### config.mk
export PLATFORM = sky130hd
export DESIGN_NAME = hazard_control_unit
export DESIGN_NICKNAME = d
export VERILOG_FILES = /design/src/rtl/hazard_control_unit.sv
export SDC_FILE = /design/constraint.sdc
export NUM_CORES = 1
export LEC_CHECK = 0
export BUFFER_PORTS_ARGS = -buffer_cell sky130_fd_sc_hd__buf_2
export CAP_MARGIN = 20
export CORE_AREA = 3 3 100 102
export CTS_CLUSTER_SIZE = 40
export DETAILED_ROUTE_END_ITERATION = 7
export DIE_AREA = 0 0 103 105
export PLACE_DENSITY_LB_ADDON = 0.12
export RECOVER_POWER = 50
export SKIP_CTS_REPAIR_TIMING = 1
export SLEW_MARGIN = 20
export SYNTH_ARGS = -nofsm -noshare
export SYNTH_HDL_FRONTEND = slang
export SYNTH_SLANG_ARGS = --single-unit
export TNS_END_PERCENT = 10
### constraint.sdc
create_clock -name clk -period 3.5 [get_ports clk]
set_input_delay 0.175 -clock clk [delete_from_list [all_inputs] [get_ports clk]]
set_output_delay 0.175 -clock clk [all_outputs]
set_load 0.05 [all_outputs]
### src/rtl/hazard_control_unit.sv
// Pipeline hazard unit: operand forwarding, load-use/store stall sequencing,
// branch flush sequencing and RAM address steering.
module hazard_control_unit #(
    parameter int DATA_W       = 32,
    parameter int REG_AW       = 5,
    parameter int LOAD_STALL   = 1,
    parameter int STORE_STALL  = 1,
    parameter int FLUSH_CYCLES = 2
) (
    input  logic              clk,
    input  logic              rst,
    input  logic [REG_AW-1:0] id_srcA,
    input  logic [REG_AW-1:0] id_srcB,
    input  logic              id_valid,
    input  logic [1:0]        modein,
    input  logic [REG_AW-1:0] ex_dst,
    input  logic              ex_wen,
    input  logic              ex_is_load,
    input  logic [DATA_W-1:0] ex_result,
    input  logic [REG_AW-1:0] mem_dst,
    input  logic              mem_wen,
    input  logic [DATA_W-1:0] mem_result,
    input  logic              store,
    input  logic [DATA_W-1:0] ram_rd_addr,
    input  logic [DATA_W-1:0] ram_wr_addr,
    input  logic              branch,
    output logic [1:0]        modeA,
    output logic [1:0]        modeB,
    output logic [DATA_W-1:0] fwdA,
    output logic [DATA_W-1:0] fwdB,
    output logic              stall,
    output logic              flush,
    output logic [DATA_W-1:0] ram_addr
);

    localparam int MAXP = (LOAD_STALL > STORE_STALL)
                        ? ((LOAD_STALL > FLUSH_CYCLES) ? LOAD_STALL : FLUSH_CYCLES)
                        : ((STORE_STALL > FLUSH_CYCLES) ? STORE_STALL : FLUSH_CYCLES);
    localparam int CW = ($clog2(MAXP) < 1) ? 1 : $clog2(MAXP);

    localparam logic [CW-1:0] FL_INIT = CW'(FLUSH_CYCLES > 1 ? FLUSH_CYCLES - 2 : 0);
    localparam logic [CW-1:0] ST_INIT = CW'(STORE_STALL > 1 ? STORE_STALL - 2 : 0);
    localparam logic [CW-1:0] LD_INIT = CW'(LOAD_STALL > 1 ? LOAD_STALL - 2 : 0);

    typedef enum logic [1:0] {IDLE, LSTALL, SSTALL, FLUSH} state_t;

    state_t        state, state_n;
    logic [CW-1:0] cnt, cnt_n;

    logic ex_hit_a, mem_hit_a, ex_hit_b, mem_hit_b, load_use;

    always_comb begin
        ex_hit_a  = id_valid && (id_srcA != '0) && ex_wen
                    && (ex_dst == id_srcA) && !ex_is_load;
        mem_hit_a = id_valid && (id_srcA != '0) && mem_wen && (mem_dst == id_srcA);
        ex_hit_b  = id_valid && (id_srcB != '0) && ex_wen
                    && (ex_dst == id_srcB) && !ex_is_load;
        mem_hit_b = id_valid && (id_srcB != '0) && mem_wen && (mem_dst == id_srcB);
        load_use  = id_valid && ex_wen && ex_is_load && (ex_dst != '0)
                    && ((ex_dst == id_srcA) || (ex_dst == id_srcB));
    end

    // EX has priority over MEM; a load in EX never forwards.
    always_comb begin
        modeA = 2'b00;
        fwdA  = '0;
        if (ex_hit_a) begin
            modeA = 2'b01;
            fwdA  = ex_result;
        end else if (mem_hit_a) begin
            modeA = 2'b10;
            fwdA  = mem_result;
        end
        modeB = modein;
        fwdB  = '0;
        if (ex_hit_b) begin
            modeB = 2'b11;
            fwdB  = ex_result;
        end else if (mem_hit_b) begin
            modeB = 2'b11;
            fwdB  = mem_result;
        end
    end

    always_comb begin
        stall    = 1'b0;
        flush    = 1'b0;
        ram_addr = ram_rd_addr;
        state_n  = state;
        cnt_n    = cnt;
        unique case (state)
            IDLE: begin
                if (branch) begin
                    flush = 1'b1;
                    if (FLUSH_CYCLES > 1) begin
                        state_n = FLUSH;
                        cnt_n   = FL_INIT;
                    end
                end else if (store) begin
                    stall    = 1'b1;
                    ram_addr = ram_wr_addr;
                    if (STORE_STALL > 1) begin
                        state_n = SSTALL;
                        cnt_n   = ST_INIT;
                    end
                end else if (load_use) begin
                    stall = 1'b1;
                    if (LOAD_STALL > 1) begin
                        state_n = LSTALL;
                        cnt_n   = LD_INIT;
                    end
                end
            end
            LSTALL, SSTALL: begin
                // A taken branch abandons the stall and starts a fresh flush.
                if (branch) begin
                    flush   = 1'b1;
                    state_n = (FLUSH_CYCLES > 1) ? FLUSH : IDLE;
                    cnt_n   = FL_INIT;
                end else begin
                    stall = 1'b1;
                    if (state == SSTALL)
                        ram_addr = ram_wr_addr;
                    if (cnt == '0)
                        state_n = IDLE;
                    else
                        cnt_n = cnt - CW'(1);
                end
            end
            FLUSH: begin
                flush = 1'b1;
                if (cnt == '0)
                    state_n = IDLE;
                else
                    cnt_n = cnt - CW'(1);
            end
            default: state_n = IDLE;
        endcase
        if (rst) begin
            stall = 1'b0;
            flush = 1'b0;
        end
    end

    always_ff @(posedge clk or posedge rst) begin
        if (rst) begin
            state <= IDLE;
            cnt   <= '0;
        end else begin
            state <= state_n;
            cnt   <= cnt_n;
        end
    end

endmodule

# After elaboration in Yosys (flattened, before gate mapping)
# Index checks and enable logic that the tools add are counted.
# op_classes
add_sub_neg,1
n_eq_ne,8
mux,30
reduce_logical,24
# ops
operator,count
32-bit two-way mux,8
32-bit case mux with 2 select lines,1
5-bit equality test,4
1-bit logical AND,16
5-bit nonzero test,3
2-bit two-way mux,7
1-bit two-way mux,10
2-bit case mux with 3 select lines,1
2-bit equality test (second input constant),2
1-bit case mux with 2 select lines,2
1-bit case mux with 3 select lines,1
3-bit OR reduction,1
2-bit by 1-bit equality test with 1-bit output (second input constant),1
2-bit zero test,1
2-bit != test (second input constant),1
2-bit OR reduction,1
1-bit zero test,1
1-bit logical OR,1
1-bit subtractor (second input constant),1
# word_totals
reg_bits,3
in_bits,158
output_inout_bits,102

# Logic depth before layout (Yosys ltp)
# logic_depth
ltp_word,9
mapped_depth,5
mapped_depth_nobuf,4

# Least setup slack after synthesis
# OpenSTA, ideal clock, no wires.
# synth_timing
path_kind,input to output
start,input port id_srcA[0]
end,output port modeA[1]
arrival_time_ns,1.715
required_ns,3.325
path_slack_ns,1.610
stages,5
path_buffers,1
path_cell_list,or4_4 -> o2111ai_2 -> nor4b_4 -> buf_6 -> and3b_1
# synth_via
elab_chain_len,6
# synth_rtl
element,line_no,text
start: declaration,12,"input logic [REG_AW-1:0] id_srcA,"
5-bit nonzero test,53,ex_hit_a = id_valid && (id_srcA != '0) && ex_wen
1-bit logical AND (2 in series),53,
1-bit logical AND * (2 in series),54,&& (ex_dst == id_srcA) && !ex_is_load;
via ex_hit_a,50,"logic ex_hit_a, mem_hit_a, ex_hit_b, mem_hit_b, load_use;"
2-bit two-way mux *,67,if (ex_hit_a) begin
end: declaration,27,"output logic [1:0] modeA,"
# The timed path passes the listed nets; every way through them passes the cells marked *.

# Worst setup path in the final report
# layout_timing
start,input port id_srcA[0]
end,output port fwdA[25]
# layout_via
elab_chain_len,6
# layout_rtl
element,line_no,text
5-bit nonzero test,"53, 55",
1-bit logical AND,"53, 55",
"1-bit logical AND, on equally long branches","55, 53",
"1-bit logical AND, on equally long branches","55, 54",
32-bit two-way mux or 1-bit logical AND (tied branches),"70, 54",
32-bit two-way mux *,67,
end: declaration,29,"output logic [DATA_W-1:0] fwdA,"
# Mark *: on every way between the ends. The rest lies on a longest branch, timed or not.

==> out/metrics.yaml <==
status:
  status: "finished with violations"
  violations: "capacitance limit, slew limit"
die:
  num_io_pins: 260
  rows: 35
  fp.dieArea_mm2: 0.01082
  die_y_um: 105
  die_w_um: 103
  core_area_mm2: 0.009196
  start_util_pct: 27.66
pwr:
  vdd_drop_max_v: 0.0001040
  p_leak_nw: 1.863
  powerDensity_mw_per_mm2: 126.9
global_route:
  grt_pass1_wl_um: 17040
  grt_overflow_total: 0
  grt_max_degree: 37
  antenna_found_initial: 1
  grt_use_total_pct: 19.19
  grt_pass1_vias: 3282
synthesis:
  synthArstFlopShare_pct: 100.0
  synth.top_cells.by_area: "mux2_4, mux2_2, nor3_1"
  synth_xor_area_share_pct: 6.886
  synth_area_mm2: 0.002544
  yosys_warnings: 0
  syn-num-nets: 462
  synth_common_cells: "mux2_4, nor3_1, nand3_1"
  muxShareOfSynthArea_pct: 50.76
  yosys.area_share.simple_pct: 30.99
  synth_adder_area_share_pct: 0
  yosysMostFrequentCell: "mux2_4"
  synth_top_area_cell: "mux2_4"
  synth_compound_area_share_pct: 3.296
  ys.flop_type: "dfrtp_1"
  synth_cells: 304
  synth_edf_count: 0
  synth.top_cell.area_share_pct: 33.05
  yosysSeqAreaShare_pct: 0.9838
  synth_cell_types: 27
  synth_area_per_cell_um2: 8.367
  synth_seq_cells: 1
  synth_top_family_by_area: "multiplexers"
critical_path:
  path_max_fanout: 34
  path_cells: "buf_2 > or4_4 > o2111ai_2 > nor4b_4 > clkbuf_2 > mux2_1 > buf_2"
  start_kind: "input pin"
  crit_path_top_delay_cell: "clkbuf_2"
  arrival_ns: 2.61
  critPathKind: "input pin to primary output"
  end_kind: "primary output"
  worstPathRequired_ns: 3.32
  crit_family: "buffers and inverters"
  critPathMaxStageDelay_ns: 0.62
  cp.buffers_inverters: 3
  cp_common_cell: "buf_2"
placement:
  gp_congestion: 0.9293
  dp_hpwl_um: 9115
  port_buffers: 259
cells_and_area:
  top_regs: "state (1)"
  layout.nets: 703
  layout-drive-gt1-share_pct: 60.41
  top_register: "state"
  largest_reg_flops: 1
  areaGrowthSynthToFinish_pct: 49.73
detailed_routing:
  drt_wl_total_um: 11420
  drtIter0Drc: 146
  vias: 3341
  drc: 0
  firstDrtPassIters: 4
  detail-route-antenna-nets: 0
  wl_per_cell_um: 17.44
  via_per_inst: 5.101
timing:
  max_freq_mhz: 359.1
  fin_setup_tns_ns: 0
  setup_viol: 0
  hold_violations: 0
  holdWs_ns: 0.02835
  fin_skew_ns: 0
  tightest_slew_ns: 1.621
  final_max_slew_viol_count: 33
  slew-limit-headroom_pct: -8.086
  layout_min_cycle_time_ns: 2.785
  min_period_over_period_pct: 79.56
  rsz0062_at_grt: "false"
min_path:
  hp-class: "input pin to async pin"
clock_tree:
  insertion_delay_ns: 0
  path_clk_slew_ns: 0
flow_run:
  cap_viol_max_count: 1
==> layout by cell type, fill, tap and decap left out <==
cell type and count:
dfrtp_1 1, mux2_4 42, clkbuf_1 33, o21ai_2 2
nor2b_1 1, or4_4 2, nand4_1 2, nand2_1 13
nor4_1 18, buf_2 227, diode_2 1, a31oi_1 1
nand3_1 49, nor2_1 5, mux2_2 38, nor3_2 2
a211o_1 2, and3b_1 1, nor3_1 50, xor2_1 10
o211ai_1 1, inv_1 3, a21oi_1 1, xnor2_2 2
buf_4 8, clkbuf_2 1, o2111ai_2 2, xnor2_1 8
nor4b_4 2, mux2_1 16
==> metal layers <==
layer  vias up  wire, µm  track usage (%)
li1       1637         -                -
met1      1527      4579            24.38
met2       171      5951            35.75
met3         6       799            1.669
met4         0        93            1.480
met5         -         0                0
==> cell families after synthesis <==
logic type,Yosys count
and+or+nand+nor,145
muxes,96
buffers and inverters,33
xor gates and xnor gates,20
AOI/OAI and AO/OA,9
DFF,1
==> worst paths after layout <==
path	slack (ns)	endpoint	startpoint	cells after the start
worst min register to register	0.47	state[0]	state[0]	1
worst max register to register	2.93	state[0]	state[0]	1
min in group clk	0.45	state[0]	branch	2
worst max-delay path	0.72	fwdA[25]	id_srcA[0]	7
max in group asynchronous	3.37	state[0]	rst	2
worst min-delay path	0.03	state[0]	rst	2
==> per-stage QoR <==
| stage | setup WS, ns | util (%) | std cells | total power [mW] | area, µm² |
|---|---|---|---|---|---|
| floorplan | 1.610 | - | 304 | 0.3110 | 2544 |
| global placement | 1.017 | 42.46 | 654 | 0.4916 | 3905 |
| detailed placement | 1.002 | 42.46 | 654 | 0.4937 | 3905 |
| CTS | 0.9978 | 42.46 | 654 | 0.4950 | 3905 |
| global route | 0.5234 | 41.42 | 655 | 0.5178 | 3809 |
| finish | 0.7154 | 41.42 | 655 | 0.4834 | 3809 |
==> area by class of cell <==
| cell class | instances | area (µm²) |
|---|---|---|
| inverter | 3 | 11.26 |
| fill | 996 | 5388 |
| timing repair buffer | 269 | 1325 |
| sequential | 1 | 25.02 |
| multi-input combinational | 270 | 2306 |
| tap | 111 | 138.9 |
| antenna | 1 | 2.502 |
==> report_power, final <==
group	switching [mW]	internal (mW)	total, mW
combinational	0.314	0.156	0.470
clock	0	0.000000764	0.000000764
sequential	0.000706	0.0126	0.0133
Note: power is estimated with default switching activity, not from simulation.
